### src/rtl/alu_pkg.sv
// alu_pkg: ALU opcodes, RV32I opcodes and the opcode/funct decode function.
package alu_pkg;
  localparam logic [3:0] ALU_ADD  = 4'b0000;
  localparam logic [3:0] ALU_SUB  = 4'b0001;
  localparam logic [3:0] ALU_SLL  = 4'b0010;
  localparam logic [3:0] ALU_SLT  = 4'b0011;
  localparam logic [3:0] ALU_SLTU = 4'b0100;
  localparam logic [3:0] ALU_XOR  = 4'b0101;
  localparam logic [3:0] ALU_SRL  = 4'b0110;
  localparam logic [3:0] ALU_SRA  = 4'b0111;
  localparam logic [3:0] ALU_OR   = 4'b1000;
  localparam logic [3:0] ALU_AND  = 4'b1001;

  localparam logic [6:0] OPC_R      = 7'b0110011;
  localparam logic [6:0] OPC_I_ALU  = 7'b0010011;
  localparam logic [6:0] OPC_LOAD   = 7'b0000011;
  localparam logic [6:0] OPC_STORE  = 7'b0100011;
  localparam logic [6:0] OPC_BRANCH = 7'b1100011;
  localparam logic [6:0] OPC_LUI    = 7'b0110111;

  typedef struct packed {
    logic       illegal;
    logic       alu_src;
    logic       zero_a;
    logic [3:0] alu_op;
  } dec_t;

  // alt selects SUB for f3=000 and SRA for f3=101
  function automatic logic [3:0] f3_op(input logic [2:0] f3, input logic alt);
    logic [3:0] op;
    unique case (f3)
      3'b000: op = alt ? ALU_SUB : ALU_ADD;
      3'b001: op = ALU_SLL;
      3'b010: op = ALU_SLT;
      3'b011: op = ALU_SLTU;
      3'b100: op = ALU_XOR;
      3'b101: op = alt ? ALU_SRA : ALU_SRL;
      3'b110: op = ALU_OR;
      default: op = ALU_AND;
    endcase
    return op;
  endfunction

  function automatic dec_t decode_aluop(input logic [6:0] opcode, input logic [2:0] funct3,
                                        input logic funct7b5);
    dec_t d;
    d = '{illegal: 1'b0, alu_src: 1'b0, zero_a: 1'b0, alu_op: ALU_ADD};
    case (opcode)
      OPC_R: d.alu_op = f3_op(funct3, funct7b5);
      OPC_I_ALU: begin
        d.alu_op  = f3_op(funct3, funct7b5 && funct3 == 3'b101);
        d.alu_src = 1'b1;
      end
      OPC_LOAD, OPC_STORE: d.alu_src = 1'b1;
      OPC_BRANCH: d.alu_op = ALU_SUB;
      OPC_LUI: begin
        d.alu_src = 1'b1;
        d.zero_a  = 1'b1;
      end
      default: d.illegal = 1'b1;
    endcase
    return d;
  endfunction
endpackage

### src/rtl/alu_issue_stage_if.sv
// alu_issue_if: decoder, ALU and EX/MEM-side signals of the issue stage.
interface alu_issue_if #(parameter int XLEN = 32);
  logic            flush;
  logic            dec_valid;
  logic            dec_ready;
  logic [6:0]      dec_opcode;
  logic [2:0]      dec_funct3;
  logic            dec_funct7b5;
  logic [XLEN-1:0] dec_rs1_data;
  logic [XLEN-1:0] dec_rs2_data;
  logic [XLEN-1:0] dec_imm;
  logic [4:0]      dec_rd;
  logic [XLEN-1:0] operand_A;
  logic [XLEN-1:0] operand_B;
  logic [XLEN-1:0] immediate;
  logic [3:0]      ALUOp;
  logic            ALUSrc;
  logic [XLEN-1:0] ALU_Result;
  logic            zero;
  logic            ex_valid;
  logic            ex_ready;
  logic [XLEN-1:0] ex_result;
  logic            ex_zero;
  logic [4:0]      ex_rd;
  logic            ex_illegal;

  modport slave (
    input  flush, dec_valid, dec_opcode, dec_funct3, dec_funct7b5, dec_rs1_data, dec_rs2_data,
           dec_imm, dec_rd, ALU_Result, zero, ex_ready,
    output dec_ready, operand_A, operand_B, immediate, ALUOp, ALUSrc, ex_valid, ex_result,
           ex_zero, ex_rd, ex_illegal
  );

  modport master (
    output flush, dec_valid, dec_opcode, dec_funct3, dec_funct7b5, dec_rs1_data, dec_rs2_data,
           dec_imm, dec_rd, ALU_Result, zero, ex_ready,
    input  dec_ready, operand_A, operand_B, immediate, ALUOp, ALUSrc, ex_valid, ex_result,
           ex_zero, ex_rd, ex_illegal
  );
endinterface

### src/rtl/alu_op_decode.sv
// alu_op_decode: combinational opcode/funct to ALU control decode.
module alu_op_decode
  import alu_pkg::*;
(
  input  logic [6:0] opcode,
  input  logic [2:0] funct3,
  input  logic       funct7b5,
  output dec_t       dec
);
  always_comb dec = decode_aluop(opcode, funct3, funct7b5);
endmodule

### src/rtl/alu_issue_stage.sv
// alu_issue_stage: two-slot ID/EX issue and EX/MEM result pipeline with backpressure and flush.
module alu_issue_stage
  import alu_pkg::*;
#(
  parameter int XLEN = 32
) (
  input logic       clk,
  input logic       reset,
  alu_issue_if.slave bus
);
  dec_t       d;
  logic       s1_valid;
  logic       s1_illegal;
  logic [4:0] s1_rd;
  logic       advance;
  logic       accept;

  alu_op_decode u_dec (
    .opcode  (bus.dec_opcode),
    .funct3  (bus.dec_funct3),
    .funct7b5(bus.dec_funct7b5),
    .dec     (d)
  );

  assign advance       = s1_valid && (!bus.ex_valid || bus.ex_ready);
  assign bus.dec_ready = !s1_valid || advance;
  assign accept        = bus.dec_valid && bus.dec_ready;

  // data registers only move on accept/advance so the ALU sees stable inputs while stalled
  always_ff @(posedge clk) begin
    if (reset) begin
      s1_valid       <= 1'b0;
      s1_illegal     <= 1'b0;
      s1_rd          <= '0;
      bus.operand_A  <= '0;
      bus.operand_B  <= '0;
      bus.immediate  <= '0;
      bus.ALUOp      <= ALU_ADD;
      bus.ALUSrc     <= 1'b0;
      bus.ex_valid   <= 1'b0;
      bus.ex_result  <= '0;
      bus.ex_zero    <= 1'b0;
      bus.ex_rd      <= '0;
      bus.ex_illegal <= 1'b0;
    end else begin
      if (accept) begin
        bus.operand_A <= d.zero_a ? {XLEN{1'b0}} : bus.dec_rs1_data;
        bus.operand_B <= bus.dec_rs2_data;
        bus.immediate <= bus.dec_imm;
        bus.ALUOp     <= d.alu_op;
        bus.ALUSrc    <= d.alu_src;
        s1_rd         <= bus.dec_rd;
        s1_illegal    <= d.illegal;
      end
      if (advance) begin
        bus.ex_result  <= bus.ALU_Result;
        bus.ex_zero    <= bus.zero;
        bus.ex_rd      <= s1_rd;
        bus.ex_illegal <= s1_illegal;
      end
      s1_valid     <= bus.flush ? 1'b0 : accept ? 1'b1 : advance ? 1'b0 : s1_valid;
      bus.ex_valid <= bus.flush ? 1'b0 : advance ? 1'b1 : bus.ex_ready ? 1'b0 : bus.ex_valid;
    end
  end
endmodule
### src/flat_wrapper.sv
// flat-port wrapper written by rule: the top's interface ports become plain ports
module alu_issue_stage_flat import alu_pkg::*;
#(
  parameter int XLEN = 32
)
  (clk, reset, bus_flush, bus_dec_valid, bus_dec_opcode, bus_dec_funct3, bus_dec_funct7b5, bus_dec_rs1_data, bus_dec_rs2_data, bus_dec_imm, bus_dec_rd, bus_ALU_Result, bus_zero, bus_ex_ready, bus_dec_ready, bus_operand_A, bus_operand_B, bus_immediate, bus_ALUOp, bus_ALUSrc, bus_ex_valid, bus_ex_result, bus_ex_zero, bus_ex_rd, bus_ex_illegal);
  alu_issue_if #(.XLEN(XLEN)) bus_i ();
  input logic clk;
  input logic reset;
  input wire logic [$bits(bus_i.flush)-1:0] bus_flush;
  input wire logic [$bits(bus_i.dec_valid)-1:0] bus_dec_valid;
  input wire logic [$bits(bus_i.dec_opcode)-1:0] bus_dec_opcode;
  input wire logic [$bits(bus_i.dec_funct3)-1:0] bus_dec_funct3;
  input wire logic [$bits(bus_i.dec_funct7b5)-1:0] bus_dec_funct7b5;
  input wire logic [$bits(bus_i.dec_rs1_data)-1:0] bus_dec_rs1_data;
  input wire logic [$bits(bus_i.dec_rs2_data)-1:0] bus_dec_rs2_data;
  input wire logic [$bits(bus_i.dec_imm)-1:0] bus_dec_imm;
  input wire logic [$bits(bus_i.dec_rd)-1:0] bus_dec_rd;
  input wire logic [$bits(bus_i.ALU_Result)-1:0] bus_ALU_Result;
  input wire logic [$bits(bus_i.zero)-1:0] bus_zero;
  input wire logic [$bits(bus_i.ex_ready)-1:0] bus_ex_ready;
  output wire logic [$bits(bus_i.dec_ready)-1:0] bus_dec_ready;
  output wire logic [$bits(bus_i.operand_A)-1:0] bus_operand_A;
  output wire logic [$bits(bus_i.operand_B)-1:0] bus_operand_B;
  output wire logic [$bits(bus_i.immediate)-1:0] bus_immediate;
  output wire logic [$bits(bus_i.ALUOp)-1:0] bus_ALUOp;
  output wire logic [$bits(bus_i.ALUSrc)-1:0] bus_ALUSrc;
  output wire logic [$bits(bus_i.ex_valid)-1:0] bus_ex_valid;
  output wire logic [$bits(bus_i.ex_result)-1:0] bus_ex_result;
  output wire logic [$bits(bus_i.ex_zero)-1:0] bus_ex_zero;
  output wire logic [$bits(bus_i.ex_rd)-1:0] bus_ex_rd;
  output wire logic [$bits(bus_i.ex_illegal)-1:0] bus_ex_illegal;
  assign bus_i.flush = bus_flush;
  assign bus_i.dec_valid = bus_dec_valid;
  assign bus_i.dec_opcode = bus_dec_opcode;
  assign bus_i.dec_funct3 = bus_dec_funct3;
  assign bus_i.dec_funct7b5 = bus_dec_funct7b5;
  assign bus_i.dec_rs1_data = bus_dec_rs1_data;
  assign bus_i.dec_rs2_data = bus_dec_rs2_data;
  assign bus_i.dec_imm = bus_dec_imm;
  assign bus_i.dec_rd = bus_dec_rd;
  assign bus_i.ALU_Result = bus_ALU_Result;
  assign bus_i.zero = bus_zero;
  assign bus_i.ex_ready = bus_ex_ready;
  assign bus_dec_ready = bus_i.dec_ready;
  assign bus_operand_A = bus_i.operand_A;
  assign bus_operand_B = bus_i.operand_B;
  assign bus_immediate = bus_i.immediate;
  assign bus_ALUOp = bus_i.ALUOp;
  assign bus_ALUSrc = bus_i.ALUSrc;
  assign bus_ex_valid = bus_i.ex_valid;
  assign bus_ex_result = bus_i.ex_result;
  assign bus_ex_zero = bus_i.ex_zero;
  assign bus_ex_rd = bus_i.ex_rd;
  assign bus_ex_illegal = bus_i.ex_illegal;
  alu_issue_stage #(.XLEN(XLEN)) u_core (.clk(clk), .reset(reset), .bus(bus_i));
endmodule
### config.mk
export PLATFORM = sky130hd
export DESIGN_NAME = alu_issue_stage_flat
export DESIGN_NICKNAME = d
export VERILOG_FILES = /design/src/rtl/alu_pkg.sv /design/src/rtl/alu_issue_stage_if.sv /design/src/rtl/alu_op_decode.sv /design/src/rtl/alu_issue_stage.sv /design/src/flat_wrapper.sv
export SDC_FILE = /design/constraint.sdc
export NUM_CORES = 1
export LEC_CHECK = 0
export CORE_UTILIZATION = 39
export CTS_CLUSTER_DIAMETER = 30
export DETAILED_ROUTE_END_ITERATION = 16
export GPL_TIMING_DRIVEN = 0
export PLACE_DENSITY = 0.81
export SYNTH_ARGS = -nofsm -noshare
export SYNTH_HDL_FRONTEND = slang
export SYNTH_SLANG_ARGS = --single-unit
### constraint.sdc
create_clock -name clk -period 1.6 [get_ports clk]
set_clock_uncertainty 0.2 [all_clocks]
set_input_delay 0.32 -clock clk [delete_from_list [all_inputs] [get_ports clk]]
set_output_delay 0.32 -clock clk [all_outputs]
set_load 0.005 [all_outputs]
### Yosys cells after proc, flatten, opt, wreduce, memory -nomap -nowiden

Cells that the tools add are included.

| word-level totals | value |
|---|---|
| register bits after elaboration | 148 |
| input bits | 150 |
| output and inout port bits | 142 |
| logic and storage cells | 53 |

| cells by class | value |
|---|---|
| eq/ne operators | 12 |
| multiplexer cells | 15 |
| reductions and logical operators | 13 |

Operators by type and width:

| cell | count |
|---|---|
| one-hot mux 4 bit (7 select lines) | 2 |
| 2-to-1 mux 32 bit | 1 |
| equality test 7 x 6 -> 1 bit (second input constant) | 3 |
| one-hot mux 4 bit (3 select lines) | 1 |
| 2-to-1 mux 1 bit | 11 |
| equality test 3 bit (second input constant) | 3 |
| equality test 7 x 2 -> 1 bit (second input constant) | 1 |
| equality test 7 x 5 -> 1 bit (second input constant) | 1 |
| equality test 7 bit (second input constant) | 1 |
| equality test 3 x 2 -> 1 bit (second input constant) | 2 |
| OR reduction 6 bit | 1 |
| nonzero test 2 bit | 2 |
| OR reduction 4 bit | 1 |
| equality test 3 x 1 -> 1 bit (second input constant) | 1 |
| logical AND 1 bit | 3 |
| logical NOT 3 bit | 1 |
| logical NOT 1 bit | 2 |
| logical OR 1 bit | 2 |
| OR reduction 2 bit | 1 |

### Longest topological paths before layout

Gate-level depths: netlist (run 1).

| logic depth | value |
|---|---|
| depth after elaboration | 6 |
| gate-level depth with buffers | 6 |
| depth with buffers taken out | 4 |

### Cells and area by module

Synthesis (run 1) repeated with hierarchy kept, for this count alone.

| unflattened totals | value |
|---|---|
| cells, all modules | 708 |
| area, all modules | 5993.2 um^2 |

By module, submodules not included:

| module | instances | cells each | area each (um^2) | seq. area each (um^2) |
|---|---|---|---|---|
| alu_issue_stage | 1 | 678 | 5788.1 | 2962.8 |
| alu_op_decode | 1 | 30 | 205.2 | 0.0 |

### Worst setup path after synthesis (run 1)

No wires, ideal clock.

| timing | value |
|---|---|
| path type | input to register |
| start | input bus_dec_opcode[3] |
| end | register u_core.bus.operand_A[25] |
| library setup time | 128 ps |
| arrival time | 1217 ps |
| data required time | 1272 ps |
| setup slack | 56 ps |
| stages | 5 |
| buffers on the path | 1 |
| cell sequence | nand3b_1 -> o311a_4 -> buf_6 -> a22oi_1 -> nor2_1 |

| between the ends | value |
|---|---|
| word-level cells in the longest chain between the ends | 3 |

Ends and longest elaborated chain:

| item | RTL line | RTL |
|---|---|---|
| start, declared | flat_wrapper.sv:12 | `input wire logic [$bits(bus_i.dec_opcode)-1:0] bus_dec_opcode;` |
| equality test 7 x 6 -> 1 bit | alu_pkg.sv:48 | `case (opcode)` |
| 2-to-1 mux 1 bit | alu_pkg.sv:48 |  |
| 2-to-1 mux 32 bit | alu_issue_stage.sv:47 | `bus.operand_A <= d.zero_a ? {XLEN{1'b0}} : bus.dec_rs1_data;` |
| end signal, assigned | alu_issue_stage.sv:47 |  |
| end, declared | alu_issue_stage_if.sv:30 | `output dec_ready, operand_A, operand_B, immediate, ALUOp, ALUSrc, ex_valid, ex_result,` |

No other way between the ends.
A chain may end at the register's enable or synchronous reset.

### Worst setup path in the final report (run 1)

| timing | value |
|---|---|
| start | register u_core.bus.ex_valid |
| end | output bus_dec_ready |

| between the ends | value |
|---|---|
| word-level cells in the longest chain between the ends | 4 |

Ends and longest elaborated chain:

| item | RTL line | RTL |
|---|---|---|
| start, declared | alu_issue_stage_if.sv:30 |  |
| start signal, assigned | alu_issue_stage.sv:62 | `bus.ex_valid <= bus.flush ? 1'b0 : advance ? 1'b1 : bus.ex_ready ? 1'b0 : bus.ex_valid;` |
| logical NOT 1 bit | alu_issue_stage.sv:25 | `assign advance = s1_valid && (!bus.ex_valid \|\| bus.ex_ready);` |
| logical OR 1 bit | alu_issue_stage.sv:25 |  |
| logical AND 1 bit | alu_issue_stage.sv:25 |  |
| logical OR 1 bit | alu_issue_stage.sv:26 | `assign bus.dec_ready = !s1_valid \|\| advance;` |
| end, declared | flat_wrapper.sv:22 | `output wire logic [$bits(bus_i.dec_ready)-1:0] bus_dec_ready;` |

No other way between the ends.

==> flow_summary_export.csv, run 1 <==
group,metric,value,unit
power_and_ir_drop,p_leak,4.043,nW
cts,cts_max_level,4,
timing,min_period_over_period,97.97,%
layout,num-nets-final,1095,
cts,cts_tree,"yes",
timing,rsz0062_at_grt,"true",
worst_setup_path,crit_path_max_incr_delay,0.38,ns
global_route,grt.total_usage,23.91,%
cts,cts_made_buffers,17,
synth,yosysMostFrequentCell,"nand2_1",
cts,clkSlewWorstSetupHoldPaths,0.06,ns
global_route,grt_first_pass_wirelength,26410,um
cts,cts-root-buf,"clkbuf_16",
placement,port_buffers,290,
die,die_y,119.5,um
die,die_area,14280,um2
drt,drt-wirelength-per-cell,15.13,um
die,die_w,119.5,um
drt,drtAntennaViolNets,0,
timing,drv_slew,0,
cts,clk_latency,0.42,ns
synth,ys_ff_latch,148,
global_route,grt_max_degree,20,
synth,syn_inst,632,
drt,drc,0,
power_and_ir_drop,vdd_drop_max,0.0007000,V
synth,netlist_area,5384,um2
drt,vias,5426,
timing,setup_viol,0,
placement,hpwl,12550,um
layout,final_util,67.32,%
synth,postSynthNetCount,782,
worst_setup_path,cp_slowest_cell,"dfxtp_4",
placement,gp_congestion,0.8303,
drt,finalWirelength,17100,um
drt,drtIter0Drc,231,
cts,cts_num_sinks,148,
timing,hold_violations,0,
hold_path,hold_class,"in2reg",
synth,synth_area_leaders,"dfxtp_1 (55%), nand2_1 (16%), a21oi_1 (11%)",
worst_setup_path,crit_type,"reg2out",
die,ios,292,
timing,worst_pin_slew,0.6105,ns
layout,antenna_cells,0,
drt,first_pass_iters,6,
worst_setup_path,crit_chain,"nand3b_4 -> buf_6",
synth,ys_warn_count,0,
worst_setup_path,crit_path_end_kind,"primary output",
synth,synth_top_area_cell,"dfxtp_1",
synth,syn_avg_cell_area,8.519,um2
run_status,outcome,"finished, final reports clean",
worst_setup_path,cpLargestDelayFamily,"flip-flops",
die,core,13350,um2
worst_setup_path,required,1.08,ns
die,initial_core_util,40.34,%
timing,hold_slack,0.1103,ns
global_route,grt-ovfl-total,0,
synth,async_flop_share,0,%
cts,clockBufferDepth,2,
drt,vias_per_cell,4.802,
die,rows,42,
timing,max_slew_margin,59.30,%
timing,max_freq,0.6380,GHz
synth,yosysSeqAreaShare,55.03,%
synth,synth_edf_count,0,
worst_setup_path,start_kind,"flop",
synth,synth_top_area_share,55.03,%
layout,area.growth.synth_to_final,66.91,%
synth,ys.flop_type,"dfxtp_1",
synth,yosys-top-cells-count,"nand2_1 (223), dfxtp_1 (148), a21oi_1 (114)",
global_route,antenna_found_initial,0,
power_and_ir_drop,powerDensity,953.1,nW/um2
worst_setup_path,worst-path-buf-inv,1,
global_route,grt_pass1_vias,5160,
worst_setup_path,crit_fanout,5,
synth,synth.distinct_cells,31,
timing,min_period,1.567,ns
layout,drive_gt1_share,10.80,%
worst_setup_path,arrival,1.05,ns
flow_run,cap_violations,0,
layer usage:
layer | part of all wire (%) | track usage (%) | up-vias | wire length (um)
met5 | 0 | 0 | - | 0
met4 | 2.4 | 10.70 | 0 | 405
met3 | 9.7 | 9.506 | 32 | 1664
li1 | - | - | 2720 | -
met1 | 38 | 25.86 | 2457 | 6435
met2 | 50 | 40.97 | 217 | 8594
registers in the layout, summed over array words and instances (netlist names):
| signal | count |
|---|---|
| u_core.bus.ex_illegal | 1 |
| u_core.bus.operand_A | 32 |
| u_core.s1_illegal | 1 |
| u_core.bus.ex_rd | 5 |
| u_core.bus.ex_result | 32 |
| u_core.bus.ALUSrc | 1 |
| u_core.bus.ALUOp | 4 |
| u_core.s1_rd | 5 |
| u_core.bus.operand_B | 32 |
| u_core.bus.immediate | 32 |
| u_core.s1_valid | 1 |
| u_core.bus.ex_valid | 1 |
| u_core.bus.ex_zero | 1 |
cell usage in the layout (no fill, tap or decap), types with 5 or more instances in the layout:
cell,netlist,layout
a21oi_1,114,114
a22oi_1,8,8
a22oi_2,24,24
buf_4,1,7
buf_6,7,13
clkbuf_1,23,20
clkbuf_16,0,17
clkbuf_2,0,7
clkdlybuf4s15_1,0,5
clkdlybuf4s50_1,0,139
dfxtp_1,148,139
dfxtp_2,0,7
dlygate4sd2_1,0,142
inv_1,5,5
nand2_1,223,222
nor2_1,34,34
layout make-up:
class	count	area (um2)
multi-input combinational	433	2170
clock buffer	23	467.9
timing repair buffer	295	2789
clock inverter	5	31.28
buffer	45	310.3
inverter	5	18.77
tap	176	220.2
sequential	148	2979
fill	1150	4362
kinds of logic (layout without fill, tap and decap cells):
group           after synthesis  count (layout)  synth area share (%)
simple gates                272             272                 20.20
buf+inv                      51             373                 4.950
mux                           1               1                0.1859
compound gates              160             160                 19.64
flops                       148             148                 55.03
worst paths after layout:
kind | slack, ns | cells past startpoint | endpoint | start
worst max register to register | 0.06 | 6 | u_core.bus.operand_B[14] | u_core.bus.ex_valid
worst max-delay path | 0.03 | 2 | bus_dec_ready | u_core.bus.ex_valid
worst min register to register | 0.25 | 2 | u_core.bus.ALUOp[2] | u_core.bus.ALUOp[2]
worst min-delay path | 0.11 | 2 | u_core.bus.operand_A[0] | reset
where the power goes:
group,switching [W],internal [W],leakage [nW]
Combinational,0.000493,0.000682,2.58
Sequential,0.0000865,0.00386,1.22
Clock,0.00142,0.00202,0.245
worst reg2reg max path, delay by kind of cell, from the launching register on:
| kind | cells | cell delay [ns] |
|---|---|---|
| flops | 1 | 0.38 |
| compound gates | 1 | 0.14 |
| simple gates | 3 | 0.39 |
| buf+inv | 2 | 0.36 |
stage by stage:
step                setup WS (ns)  std cells  area, um2  setup TNS (ns)  power (W)
global placement          -0.5961       1098       8507          -67.46   0.005264
finish                    0.03251       1130       8986               0   0.008565
floorplan                 0.05567        632       5384               0   0.004451
detailed placement        -0.5820       1098       8507          -67.38   0.005282
CTS                      -0.02345       1128       8920        -0.02345   0.008638
global route             -0.01508       1130       8986        -0.08594   0.008921
timing repair:
item                                    4_1_cts  5_1_grt
resized for setup                           179       29
cloned                                        1        0
pin swaps                                     3        2
setup buffers                                 2        2
endpoints found under the setup margin      260      113
hold buffers                                  0        0
Note: power is estimated with default switching activity, not from simulation.
==> inputs of run 2 (changes only) <==
CORE_UTILIZATION = 35   (was 39)
PLACE_DENSITY = 0.77   (was 0.81)
clock period = 1.42 ns   (was 1.6 ns; I/O delays follow)
==> run 2 against run 1 <==
The run now ends with setup timing left. Clock power rose by 38%. Wire length is 9.1% higher. Combinational power up 25%. Worst hold slack worse by 0.029 ns. Critical endpoint is now u_core.bus.operand_B[4]. Largest cell class is now registers.
==> flow_summary_export.csv, run 2 (synthesis gave the netlist of run 1 again) <==
group,metric,value,unit
cts,cts_tree,"yes",
die,rows,44,
layout,post_layout_nonfiller_instances,1182,
drt,finalWirelength,18660,um
timing,rsz0062_at_grt,"true",
die,initial_core_util,36.49,%
drt,drtIter0Drc,222,
power_and_ir_drop,clkPwrFrac,44.3,%
power_and_ir_drop,p_leak,4.108,nW
drt,vias_per_cell,4.767,
timing,max_slew_margin,55.72,%
drt,first_pass_iters,4,
layout,area.growth.synth_to_final,73.62,%
power_and_ir_drop,netSwitchingPower,0.002518,W
layout,final_cell_mix,"nand2_1 (220), buf_2 (140), clkdlybuf4s50_1 (136)",
die,core,14750,um2
power_and_ir_drop,power,0.01069,W
run_status,violations,"setup timing",
cts,clockBufferDepth,2,
timing,worst_pin_slew,0.6641,ns
die,die_area,15880,um2
worst_setup_path,crit_path_max_incr_delay,0.36,ns
layout,antenna_cells,0,
worst_setup_path,cpLargestDelayFamily,"buffers and inverters",
cts,cts-root-buf,"clkbuf_16",
hold_path,hold_class,"in2reg",
layout,fill_cells,1263,
global_route,grt_first_pass_wirelength,28150,um
cts,clk_latency,0.41,ns
timing,hold_slack,0.08143,ns
worst_setup_path,crit_path_end_kind,"flop",
drt,vias,5635,
worst_setup_path,worst-path-buf-inv,3,
timing,max_freq,0.6413,GHz
worst_setup_path,crit_type,"reg2reg",
power_and_ir_drop,powerDensity,1144,nW/um2
worst_setup_path,arrival,1.69,ns
cts,cts_made_buffers,17,
drt,drt-wirelength-per-cell,15.79,um
worst_setup_path,start_kind,"flop",
global_route,grt_pass1_vias,5499,
power_and_ir_drop,pwr-share-seq,41.9,%
global_route,grt.total_usage,22.70,%
timing,setup_viol,91,
timing,min_period,1.559,ns
placement,hpwl,12700,um
layout,drive_gt1_share,43.09,%
cts,cts_max_level,4,
worst_setup_path,cp_slowest_cell,"dfxtp_4",
power_and_ir_drop,p_int,0.008172,W
die,die_w,126.0,um
drt,drc,0,
timing,setup_ws,-0.1394,ns
placement,gp_congestion,0.7869,
cts,ctsHoldBuffers,0,
worst_setup_path,crit_chain,"nand3b_4 -> buf_4 -> nand2_8 -> buf_12 -> clkbuf_16 -> nand2_1 -> a21oi_1",
cts,cts_num_sinks,148,
run_status,outcome,"finished, violations left",
drt,drtAntennaViolNets,0,
cts,clkSlewWorstSetupHoldPaths,0.06,ns
timing,drv_slew,0,
global_route,grt_max_degree,17,
worst_setup_path,crit_fanout,9,
layout,final_common_cell,"nand2_1",
placement,port_buffers,290,
power_and_ir_drop,vdd_drop_max,0.0008299,V
placement,dp.cells,1106,
timing,hold_violations,0,
power_and_ir_drop,p_sw_share,23.55,%
die,ios,292,
timing,min_period_over_period,109.8,%
global_route,antenna_found_initial,0,
worst_setup_path,required,1.55,ns
global_route,grt-ovfl-total,0,
flow_run,cap_violations,0,
die,die_y,126.0,um
layout,num-nets-final,1135,
timing,tns,-5.047,ns
power_and_ir_drop,combPwrFrac,13.8,%
-- run 2: power groups by stage --
stage | Clock (W) | Combinational, W | Sequential, W
global placement | 0 | 0.00141 | 0.00454
finish | 0.00474 | 0.00147 | 0.00448
detailed placement | 0 | 0.00142 | 0.00455
floorplan | 0 | 0.000465 | 0.00456
CTS | 0.00480 | 0.00138 | 0.00448
global route | 0.00499 | 0.00160 | 0.00450
-- run 2: path summary, 6_finish.rpt --
path | from | end | slack, ns | cells past startpoint
setup / recovery | u_core.bus.ex_valid | u_core.bus.operand_B[4] | -0.14 | 7
hold / removal | reset | u_core.bus.immediate[17] | 0.08 | 2
setup reg to reg | u_core.bus.ex_valid | u_core.bus.operand_B[4] | -0.14 | 7
hold reg to reg | u_core.bus.ex_result[13] | u_core.bus.ex_result[13] | 0.25 | 2
-- run 2: metrics by stage --
stage / util (%) / area [um2] / setup WS (ns)
2_1_floorplan: - / 5420 / -0.03167
3_3_place_gp: 57.97 / 8553 / -0.7289
3_5_place_dp: 57.97 / 8553 / -0.7341
4_1_cts: 61.10 / 9015 / -0.1509
5_1_grt: 63.36 / 9348 / -0.1981
6_report: 63.36 / 9348 / -0.1394
-- run 2: layout make-up --
class	count	area (um2)	area share (%)
Inverter	5	18.77	0.2008
Clock buffer	19	432.9	4.631
Sequential cell	148	3128	33.46
Clock inverter	13	181.4	1.941
Multi-Input combinational cell	433	2271	24.29
Tap cell	184	230.2	2.463
Buffer	45	387.9	4.149
Timing Repair Buffer	335	2698	28.86
-- run 2: routing by layer --
| metal | vias to the layer above | track usage (%) | wire length, um | part of all wire [%] |
|---|---|---|---|---|
| met5 | - | 0 | 0 | 0 |
| li1 | 2805 | - | - | - |
| met3 | 26 | 8.326 | 1561 | 8.4 |
| met1 | 2596 | 24.76 | 7450 | 40 |
| met2 | 208 | 40.43 | 9355 | 50 |
| met4 | 0 | 7.725 | 294 | 1.6 |
-- run 2: timing repair --
item | CTS | global route
endpoints found under the setup margin | 283 | 138
pin swaps | 5 | 10
gates resized for setup | 741 | 57
buffers inserted | 32 | 5
gates cloned | 2 | 7
endpoints found under the hold margin | 0 | 0
-- run 2: worst reg2reg max path: stages (launching register included) --
cell	delay [ns]
dfxtp_4	0.36
nand3b_4	0.11
buf_4	0.17
nand2_8	0.10
buf_12	0.18
clkbuf_16	0.15
nand2_1	0.06
a21oi_1	0.16
==> inputs of run 3 (changes only) <==
CAP_MARGIN = 10   (was unset)
CELL_PAD_IN_SITES_DETAIL_PLACEMENT = 1   (was unset)
CELL_PAD_IN_SITES_GLOBAL_PLACEMENT = 1   (was unset)
CORE_UTILIZATION = 24   (was 35)
PLACE_DENSITY = 0.76   (was 0.77)
==> run 3 against run 2 <==
The flow finishes with violations (hold timing, setup timing). Non-clock buffer count up 10. Fmax up 0.40%. Count of clock-buffer cells in the layout up 1. Global-route usage down 4.8 points. Power down 1.4%. Sequential cell count unchanged. Combinational power up 7%. Largest power group unchanged.
==> flow_summary_export.csv, run 3 (synthesis gave the netlist of run 1 again) <==
group,metric,value,unit
placement,hpwl,15010,um
timing,hold_violations,1,
die,die_w,151.8,um
placement,placed_area,8673,um2
global_route,grt_first_pass_wirelength,30850,um
global_route,grt_max_degree,17,
global_route,antenna_found_initial,0,
power_and_ir_drop,vdd_drop_max,0.0007348,V
run_status,outcome,"finished, violations left",
worst_setup_path,crit_path_end_kind,"primary output",
drt,vias_per_cell,4.465,
worst_setup_path,start_kind,"flop",
cts,cts_made_buffers,17,
die,die_area,23040,um2
cts,cts_max_level,4,
run_status,violations,"hold timing, setup timing",
drt,vias,5746,
timing,max_freq,0.6438,GHz
placement,port_buffers,290,
timing,max_slew_margin,51.52,%
drt,drtAntennaViolNets,0,
drt,finalWirelength,21790,um
timing,worst_pin_slew,0.7272,ns
power_and_ir_drop,p_leak,4.227,nW
cts,clkSlewWorstSetupHoldPaths,0.07,ns
die,initial_core_util,24.59,%
layout,stdcell_area,9644,um2
layout,final_cell_mix,"nand2_1 (201), buf_2 (147), clkdlybuf4s50_1 (136)",
global_route,grtUsageMet3,7.006,%
timing,rsz0062_at_grt,"true",
placement,gp_congestion,0.7675,
timing,drv_slew,0,
die,core,21890,um2
timing,min_period_over_period,109.4,%
timing,setup_ws,-0.1332,ns
cts,clockBufferDepth,2,
hold_path,hold_class,"in2reg",
drt,first_pass_iters,4,
cts,clk_latency,0.42,ns
worst_setup_path,arrival,1.07,ns
layout,area.growth.synth_to_final,79.13,%
global_route,met1_usage,19.24,%
flow_run,cap_violations,0,
power_and_ir_drop,powerDensity,1092,nW/um2
layout,final_common_cell,"nand2_1",
placement,dp_slack,-0.8242,ns
timing,min_period,1.553,ns
timing,hold_slack,-0.008361,ns
die,ios,292,
drt,drtIter0Drc,133,
global_route,grt_pass1_vias,5748,
drt,drt-wirelength-per-cell,16.93,um
layout,antenna_cells,0,
worst_setup_path,required,0.94,ns
cts,cts_num_sinks,148,
timing,setup_viol,82,
drt,drc,0,
layout,num-nets-final,1145,
global_route,use_met2,32.11,%
cts,cts_tree,"yes",
global_route,busiest_layer,"met2",
cts,cts-root-buf,"clkbuf_16",
die,rows,54,
layout,drive_gt1_share,45.48,%
global_route,grt-ovfl-total,0,
worst_setup_path,crit_type,"reg2out",
die,die_y,151.8,um
global_route,grt.total_usage,17.89,%
worst_setup_path,crit_fanout,5,
-- run 3: cell types whose count changed in the layout (fill, tap and decap cells not counted), sizes merged --
cell           previous run  this run
dlygate4sd2              10         7
clkinvlp                  2         4
clkinv                    6         2
dlygate4sd3               0         1
bufinv                    4         2
inv                       6         8
clkdlybuf4s15             1         0
buf                     205       218
dlymetal6s2s              1         2
-- run 3: routing by layer --
| layer | vias to the layer above | wire length (um) |
|---|---|---|
| li1 | 2819 | - |
| met4 | 0 | 240 |
| met5 | - | 0 |
| met1 | 2712 | 8463 |
| met3 | 19 | 1856 |
| met2 | 196 | 11230 |
-- run 3: cell type report --
cell class,instances,area [um2]
fillers,2582,12250
inverters,5,18.77
repair buffers,346,2796
flip-flops and latches,148,3120
well taps,280,350.3
clock buffers,20,446.7
multi-input cells,433,2402
clock inverters,11,126.4
plain buffers,44,382.9
-- run 3: worst paths after layout --
| check | slack (ns) | depth (start not counted) | end | startpoint |
|---|---|---|---|---|
| max | -0.13 | 2 | bus_dec_ready | u_core.bus.ex_valid |
| min | -0.008 | 3 | u_core.bus.ALUOp[3] | bus_dec_funct3[2] |
| max reg2reg | -0.10 | 6 | u_core.bus.operand_A[26] | u_core.bus.ex_valid |
| min reg2reg | 0.25 | 2 | u_core.bus.ex_rd[3] | u_core.s1_rd[3] |
-- run 3: through the flow --
stage | util [%] | std cells | hold WS (ns) | setup TNS [ns] | power (W)
2_1_floorplan | - | 632 | 0.1493 | -0.9003 | 0.005025
3_3_place_gp | 39.62 | 1202 | 0.2392 | -97.92 | 0.005988
3_5_place_dp | 39.62 | 1202 | 0.2452 | -100.38 | 0.006011
4_1_cts | 41.66 | 1268 | 0.06966 | -9.665 | 0.01051
5_1_grt | 44.06 | 1287 | -0.002057 | -8.983 | 0.01100
6_report | 44.06 | 1287 | -0.008361 | -3.960 | 0.01054
-- run 3: critical path: stages (launching register included) --
cell      delay, ns
dfxtp_4        0.36
nand3b_4       0.13
buf_2          0.16
-- run 3: what timing repair did --
| item | 4_1_cts | 5_1_grt |
|---|---|---|
| buffers inserted | 33 | 14 |
| cloned | 3 | 6 |
| endpoints found under the setup margin | 288 | 130 |
| hold buffers | 0 | 1 |
| pin swaps | 5 | 23 |
| gates resized for setup | 746 | 95 |
| hold endpoints to repair | 0 | 1 |
-- run 3: where the power goes --
group	switching, W	internal (W)
Combinational	0.000681	0.000888
Sequential	0.0000985	0.00438
Clock	0.00186	0.00263
